===== src/rtl/bram_port_arbiter.sv =====
// bram_port_arbiter: round-robin sharing of one BRAM port between two requesters, with read-return tagging and write throttling
module bram_port_arbiter #(
    parameter int DATA_WIDTH   = 96,
    parameter int ADDR_WIDTH   = 10,
    parameter int MAX_WR_BURST = 4
) (
    input  logic                  clk,
    input  logic                  rst_n,
    input  logic                  m0_req,
    input  logic                  m0_we,
    input  logic [ADDR_WIDTH-1:0] m0_addr,
    input  logic [DATA_WIDTH-1:0] m0_wdata,
    output logic                  m0_gnt,
    output logic                  m0_rvalid,
    output logic [DATA_WIDTH-1:0] m0_rdata,
    input  logic                  m1_req,
    input  logic                  m1_we,
    input  logic [ADDR_WIDTH-1:0] m1_addr,
    input  logic [DATA_WIDTH-1:0] m1_wdata,
    output logic                  m1_gnt,
    output logic                  m1_rvalid,
    output logic [DATA_WIDTH-1:0] m1_rdata,
    output logic                  bram_en,
    output logic                  bram_we,
    output logic [ADDR_WIDTH-1:0] bram_addr,
    output logic [DATA_WIDTH-1:0] bram_din,
    input  logic [DATA_WIDTH-1:0] bram_dout
);
    localparam int CW = $clog2(MAX_WR_BURST + 1);
    localparam logic [CW-1:0] WR_MAX = CW'(MAX_WR_BURST);
    typedef enum logic {ARB, DRAIN} state_t;
    state_t state;
    logic rr_ptr, s1_v, s1_id, s2_v, s2_id, fresh;
    logic sel, any, we_sel, wr_gnt;
    logic [CW-1:0] wr_cnt, wr_next;
    logic [ADDR_WIDTH-1:0] last_addr, addr_sel;
    logic [DATA_WIDTH-1:0] wdata_sel;
    always_comb begin
        sel       = (m0_req & m1_req) ? rr_ptr : m1_req;
        any       = rst_n & (state == ARB) & (m0_req | m1_req);
        we_sel    = sel ? m1_we : m0_we;
        addr_sel  = sel ? m1_addr : m0_addr;
        wdata_sel = sel ? m1_wdata : m0_wdata;
        wr_gnt    = any & we_sel;
        wr_next   = !wr_gnt ? '0 : ((s1_v | s2_v) && wr_cnt != WR_MAX) ? wr_cnt + CW'(1) : wr_cnt;
    end
    assign m0_gnt    = any & ~sel;
    assign m1_gnt    = any & sel;
    assign bram_en   = rst_n;
    assign bram_we   = wr_gnt;
    assign bram_addr = !rst_n ? '0 : any ? addr_sel : last_addr;
    assign bram_din  = wr_gnt ? wdata_sel : '0;
    // tag_s2 stays frozen across writes; fresh keeps a held return from being reported twice
    assign m0_rvalid = rst_n & fresh & s2_v & ~s2_id;
    assign m1_rvalid = rst_n & fresh & s2_v & s2_id;
    assign m0_rdata  = bram_dout;
    assign m1_rdata  = bram_dout;
    always_ff @(posedge clk) begin
        if (!rst_n) begin
            state     <= ARB;
            rr_ptr    <= 1'b0;
            s1_v      <= 1'b0;
            s1_id     <= 1'b0;
            s2_v      <= 1'b0;
            s2_id     <= 1'b0;
            fresh     <= 1'b0;
            wr_cnt    <= '0;
            last_addr <= '0;
        end else begin
            state  <= (state == ARB && wr_next == WR_MAX) ? DRAIN : ARB;
            wr_cnt <= wr_next;
            fresh  <= ~wr_gnt;
            if (any) begin
                rr_ptr    <= ~sel;
                last_addr <= addr_sel;
            end
            if (!wr_gnt) begin
                s1_v  <= any;
                s1_id <= sel;
                s2_v  <= s1_v;
                s2_id <= s1_id;
            end
        end
    end
endmodule

===== config.mk =====
export PLATFORM = sky130hd
export DESIGN_NAME = bram_port_arbiter
export DESIGN_NICKNAME = d
export VERILOG_FILES = /design/src/rtl/bram_port_arbiter.sv
export SDC_FILE = /design/constraint.sdc
export NUM_CORES = 1
export LEC_CHECK = 0
export ABC_CLOCK_PERIOD_IN_PS = 4000
export BUFFER_PORTS_ARGS = -buffer_cell sky130_fd_sc_hd__buf_2
export CORE_AREA = 2 2 239 241
export CTS_CLUSTER_DIAMETER = 40
export CTS_CLUSTER_SIZE = 14
export DETAILED_ROUTE_END_ITERATION = 8
export DIE_AREA = 0 0 241 243
export PLACE_DENSITY = 0.3
export RECOVER_POWER = 50
export SYNTH_ARGS = -nofsm -noshare
export SYNTH_HDL_FRONTEND = slang
export SYNTH_SLANG_ARGS = --single-unit

===== constraint.sdc =====
create_clock -name clk -period 4 [get_ports clk]
set_input_delay 0.4 -clock clk [delete_from_list [all_inputs] [get_ports clk]]
set_output_delay 0.4 -clock clk [all_outputs]
set_load 0.05 [all_outputs]

==> results.cfg, run 1 <==
[status]
status = completed

[layout]
layout-drive-gt1-share_pct = 48.2
fin_nets = 1041
final_util_pct = 8.70
diodes = 0
layout_commonest_cell = buf_2
area_growth_pct = 31.5
mostFrequentLayoutCells = buf_2 (329), nand2_1 (214), a21oi_1 (97)
instances_no_fill = 1480
fillers = 6721

[power]
power_density_nw_per_um2 = 224
p_leak_nw = 2.48
peakVddDrop_mv = 0.135

[sta]
final.min_clock_period_ns = 2.81
whs_ns = 0.344
maxSlewHeadroom_pct = 49.3
drv_slew = 0
hold_viol_final = 0
setup_ws_ns = 1.19
finClkSkew_ns = 0.00419
setup_tns_ns = 0
max_freq_ghz = 0.356
worstMarginPinSlew_ns = 0.759
grt_setup_unrepaired = no
setup_viol = 0
min_period_over_period_pct = 70.3

[worst_hold_path]
min_to = last_addr[7]$_DFF_P_
min_from = m0_addr[7]
hold_class = in -> reg
min_path_cells = 3

[global_routing]
grt_pass1_vias = 4148
grt_use_total_pct = 6.01
overflow = 0
grt_pass1_wl_um = 26300
grt_antenna_before_repair = 7
grt_max_degree = 89

[yosys]
yosysWarningCount = 0
yosysSeqAreaShare_pct = 10.8
synth_top_family_by_area = buffers and inverters
syn_area_um2 = 3700
ys_ff_latch = 20
yosys.area_share.simple_pct = 23.8
avgSynthCellArea_um2 = 6.07
synth-compound-area-share_pct = 17.9
post_synth_inst_count = 610
synthAdderAreaFrac_pct = 0.676
synth_nets = 926
synth_mux_area_share_pct = 1.39
synthXorXnorAreaFrac_pct = 0.236
ys_types = 30

[floorplan]
die_x_um = 241
start_util_pct = 6.62
coreArea_um2 = 56000
die_h_um = 243
io_pins = 618
fp-row-count = 87
dieArea_um2 = 58600

[clock_tree]
cts_tree = yes
cts_setup_buffers = 0
h-tree-depth = 1
cts_inserted_buffers = 3
clock_latency_ns = 0.26
clkTransAtPathRegs_ns = 0.06
ctsResizeCount = 0
cts.sinks = 20
root_buffer = clkbuf_16
cts_hold_buf = 0
cts.path.max_buffers = 2

[critical_path]
worst-r2r-setup-slack_ns = 1.96
reg2reg_from = state$_SDFF_PN0_
worst_ep_required_time_ns = 3.60
crit_start = state$_SDFF_PN0_
crit_path_start_kind = flop
r2r_end = s1_v$_SDFFE_PN0N_
arrival_ns = 2.41
crit_fanout = 88
reg2reg_depth = 6
cp-end-kind = primary output
crit_type = reg -> out

[detailed_routing]
drtAntennaViolNets = 0
wl_per_cell_um = 13.0
vias = 4222
vias_per_cell = 2.85
drc = 0
first_pass_iters = 4
drt_iter0_drc = 142
wl_um = 19300

[placement]
dpl.cell_count = 1476
dp_slack_ns = 1.24
dp_hpwl_um = 16000
numPortBuffers = 329
gp_congestion = 0.765

[flow_run]
max-cap-violations = 0
## worst max-delay path by stage
stage                        end  slack, ns  cells past startpoint
floorplan           bram_din[18]       1.62                      6
global placement    bram_din[44]       1.26                      7
detailed placement  bram_din[44]       1.24                      7
CTS                 bram_din[44]       1.05                      6
global route        bram_din[44]       0.94                      6
finish              bram_din[12]       1.19                      7
## final cells by class
cell class	count	area, um^2	share of cell area (%)
repair buffers	337	1740	35.8
clock buffers	3	75.1	1.54
flip-flops and latches	20	400	8.22
clock inverters	1	30.0	0.617
well taps	756	946	19.4
inverters	8	30.0	0.617
multi-input cells	355	1640	33.7
## where the power goes
part	switching, mW	internal [mW]
clock network	0.0857	0.199
registers	0.00685	0.213
logic	0.406	0.178
## state kept, by name (all words and copies together) (netlist names)
| name | cells |
|---|---|
| s1_v | 1 |
| s2_id | 1 |
| fresh | 1 |
| wr_cnt | 3 |
| s1_id | 1 |
| s2_v | 1 |
| last_addr | 10 |
| rr_ptr | 1 |
| state | 1 |
## stage by stage
stage          cell area, um^2  power [mW]
6_report                  4870        1.09
5_1_grt                   4870        1.17
4_1_cts                   4870        1.12
3_5_place_dp              4760       0.820
3_3_place_gp              4760       0.819
2_1_floorplan             3700        1.12
## layer usage
layer / track usage (%) / vias to the layer above / routed length, um
li1: - / 1977 / -
met1: 6.68 / 1812 / 7160
met2: 9.56 / 314 / 8450
met3: 2.23 / 117 / 2310
met4: 3.92 / 2 / 1350
met5: 0 / - / 10
## worst max-delay path, stage by stage, from the launching register on
cell and delay [ns]:
dfxtp_1 0.36, nand2b_2 0.24, a211oi_2 0.20, buf_4 0.25, a22oi_2 0.14, buf_12 0.21
a21oi_1 0.29, buf_2 0.31
## kinds of logic (layout without fill, tap and decap cells)
| family | after synthesis | in the layout |
|---|---|---|
| compound gates | 118 | 118 |
| buf+inv | 235 | 349 |
| flops | 20 | 20 |
| mux | 5 | 5 |
| xor+xnor | 1 | 1 |
| simple gates | 229 | 229 |
| fa+ha+maj | 2 | 2 |
## synth_stat cells
cell type  count  area (um^2)
nor2_1         8         30.0
nand3b_1       1         7.51
a21oi_1       97          485
nand3_1        1         5.00
buf_4        194         1460
o21ai_0        2         10.0
a211oi_2       2         25.0
buf_2          4         20.0
buf_6          8         90.1
mux2i_1        4         40.0
o311a_1        1         10.0
clkbuf_1      21         78.8
a32o_1         1         10.0
a22oi_1       10         75.1
mux2_1         1         11.3
nand2_1      214          803
a21oi_2        1         8.76
inv_2          2         7.51
o21a_1         1         7.51
ha_1           2         25.0
or3_1          1         6.26
nand2b_2       1         8.76
dfxtp_1       20          400
a2111oi_1      1         10.0
and2_1         1         6.26
a22oi_2        1         12.5
nand2b_1       2         12.5
xnor2_1        1         8.76
inv_1          6         22.5
o21ai_2        1         8.76
No activity file was read; power rests on OpenSTA's default activity.
==> inputs of run 2 (changes only) <==
Settings changed: ABC_CLOCK_PERIOD_IN_PS 4000 to 2800, CORE_AREA 2 2 239 241 to 2 2 240 242, DIE_AREA 0 0 241 243 to 0 0 242 244.
Clock period 4 ns to 2.8 ns, I/O delays scaled along.
==> results.cfg, run 2 (synthesized netlist as in run 1, its figures left out) <==
[layout]
area_growth_pct = 33.6
layout-drive-gt1-share_pct = 48.1
multi_input_area_um2 = 1640
layout_commonest_cell = buf_2
seqCellArea_um2 = 400
final_util_pct = 8.81
regMostFlops = last_addr
mostFrequentLayoutCells = buf_2 (324), nand2_1 (214), a21oi_1 (97)
design_area_um2 = 4950
fillers = 6709
fin_nets = 1040
largest_reg_flops = 10
instances_no_fill = 1479
diodes = 0
top_regs = last_addr (10), wr_cnt (3)

[sta]
max_freq_ghz = 0.394
finClkSkew_ns = 0.00307
grt_setup_unrepaired = no
setup_viol = 0
worstMarginPinSlew_ns = 0.617
setup_tns_ns = 0
hold_viol_final = 0
setup_ws_ns = 0.260
drv_slew = 0
final.min_clock_period_ns = 2.54
maxSlewHeadroom_pct = 58.9
min_period_over_period_pct = 90.7
whs_ns = 0.221

[clock_tree]
root_buffer = clkbuf_16
cts_hold_buf = 0
cts.sinks = 20
cts_inserted_buffers = 3
h-tree-depth = 1
cts.path.max_buffers = 2
cts_setup_buffers = 0
cts_tree = yes
clock_latency_ns = 0.26
ctsResizeCount = 0
clkTransAtPathRegs_ns = 0.06

[critical_path]
crit_fanout = 105
cp-end-kind = primary output
worst-r2r-setup-slack_ns = 0.95
arrival_ns = 2.26
worst_ep_required_time_ns = 2.52
crit_path_start_kind = flop
crit_path_top_delay_cell = a21oi_1
reg2reg_depth = 5
crit_path_cell_trace = nand2b_2, a211oi_2, a22oi_2, buf_12, a21oi_1, buf_12
cpMostUsedCell = buf_12
crit_type = reg -> out
critical-path-max-stage-delay_ns = 0.47
reg2reg_from = state$_SDFF_PN0_
r2r_end = s1_v$_SDFFE_PN0N_

[detailed_routing]
vias_per_cell = 2.78
drtAntennaViolNets = 0
vias = 4106
first_pass_iters = 4
drc = 0
drt_iter0_drc = 193
wl_um = 16600
wl_per_cell_um = 11.2

[power]
power_mw = 1.56
p_comb_share_pct = 53.7
peakVddDrop_mv = 0.198
p_leak_nw = 2.49
internal_power_mw = 0.854
clkPwrFrac_pct = 26.2
power.share.sequential_pct = 20.1
switching_power_mw = 0.709
power_density_nw_per_um2 = 316
switching_share_pct = 45.4

[floorplan]
die_x_um = 242
coreArea_um2 = 56200
start_util_pct = 6.59
io_pins = 618
die_h_um = 244
dieArea_um2 = 59000
fp-row-count = 87

[global_routing]
grt_pass1_vias = 4084
overflow = 0
grt_pass1_wl_um = 23900
grt_use_total_pct = 5.11
grt_max_degree = 106
grt_antenna_before_repair = 0

[worst_hold_path]
min_from = m0_addr[9]
min_path_cells = 3
hold_class = in -> reg
min_to = last_addr[9]$_DFF_P_

[placement]
dp_slack_ns = 0.487
gp_congestion = 0.798
dp_hpwl_um = 13500
placed_area_um2 = 4840
dpl.cell_count = 1475
numPortBuffers = 329

[flow_run]
max-cap-violations = 0

[status]
status = completed
## run 2: layer usage
metal	global-route usage (%)	wire, um	up-vias
met5	0	0	-
li1	-	-	1970
met4	2.80	828	0
met3	1.91	2010	70
met2	8.93	8050	345
met1	5.30	5720	1721
## run 2: final cells by class
| class | count | area share [%] |
|---|---|---|
| clock buffers | 3 | 1.52 |
| clock inverters | 1 | 0.607 |
| inverters | 8 | 0.607 |
| multi-input cells | 355 | 33.2 |
| flip-flops and latches | 20 | 8.09 |
| well taps | 756 | 19.1 |
| repair buffers | 336 | 36.9 |
## run 2: power groups by stage
| stage | combinational (mW) | sequential [mW] | clock [mW] |
|---|---|---|---|
| 2_1_floorplan | 1.28 | 0.318 | 0 |
| 3_3_place_gp | 0.851 | 0.321 | 0 |
| 3_5_place_dp | 0.852 | 0.321 | 0 |
| 4_1_cts | 0.854 | 0.314 | 0.433 |
| 5_1_grt | 0.914 | 0.316 | 0.441 |
| 6_report | 0.840 | 0.314 | 0.409 |
## run 2: worst max path at each step
| stage | startpoint | cells past startpoint | to |
|---|---|---|---|
| 4_1_cts | state$_SDFF_PN0_ | 6 | bram_din[44] |
| 2_1_floorplan | state$_SDFF_PN0_ | 6 | bram_din[18] |
| 5_1_grt | state$_SDFF_PN0_ | 6 | bram_din[44] |
| 3_3_place_gp | rst_n | 7 | bram_din[44] |
| 3_5_place_dp | rst_n | 7 | bram_din[44] |
| 6_report | state$_SDFF_PN0_ | 6 | bram_din[44] |
## run 2: worst max-delay path, delay by kind of cell, from the launching register on
kind | cells | cell delay [ns]
buffers and inverters | 2 | 0.44
AND/OR/NAND/NOR | 1 | 0.24
AO/OA/AOI/OAI | 3 | 0.85
flip-flops | 1 | 0.35
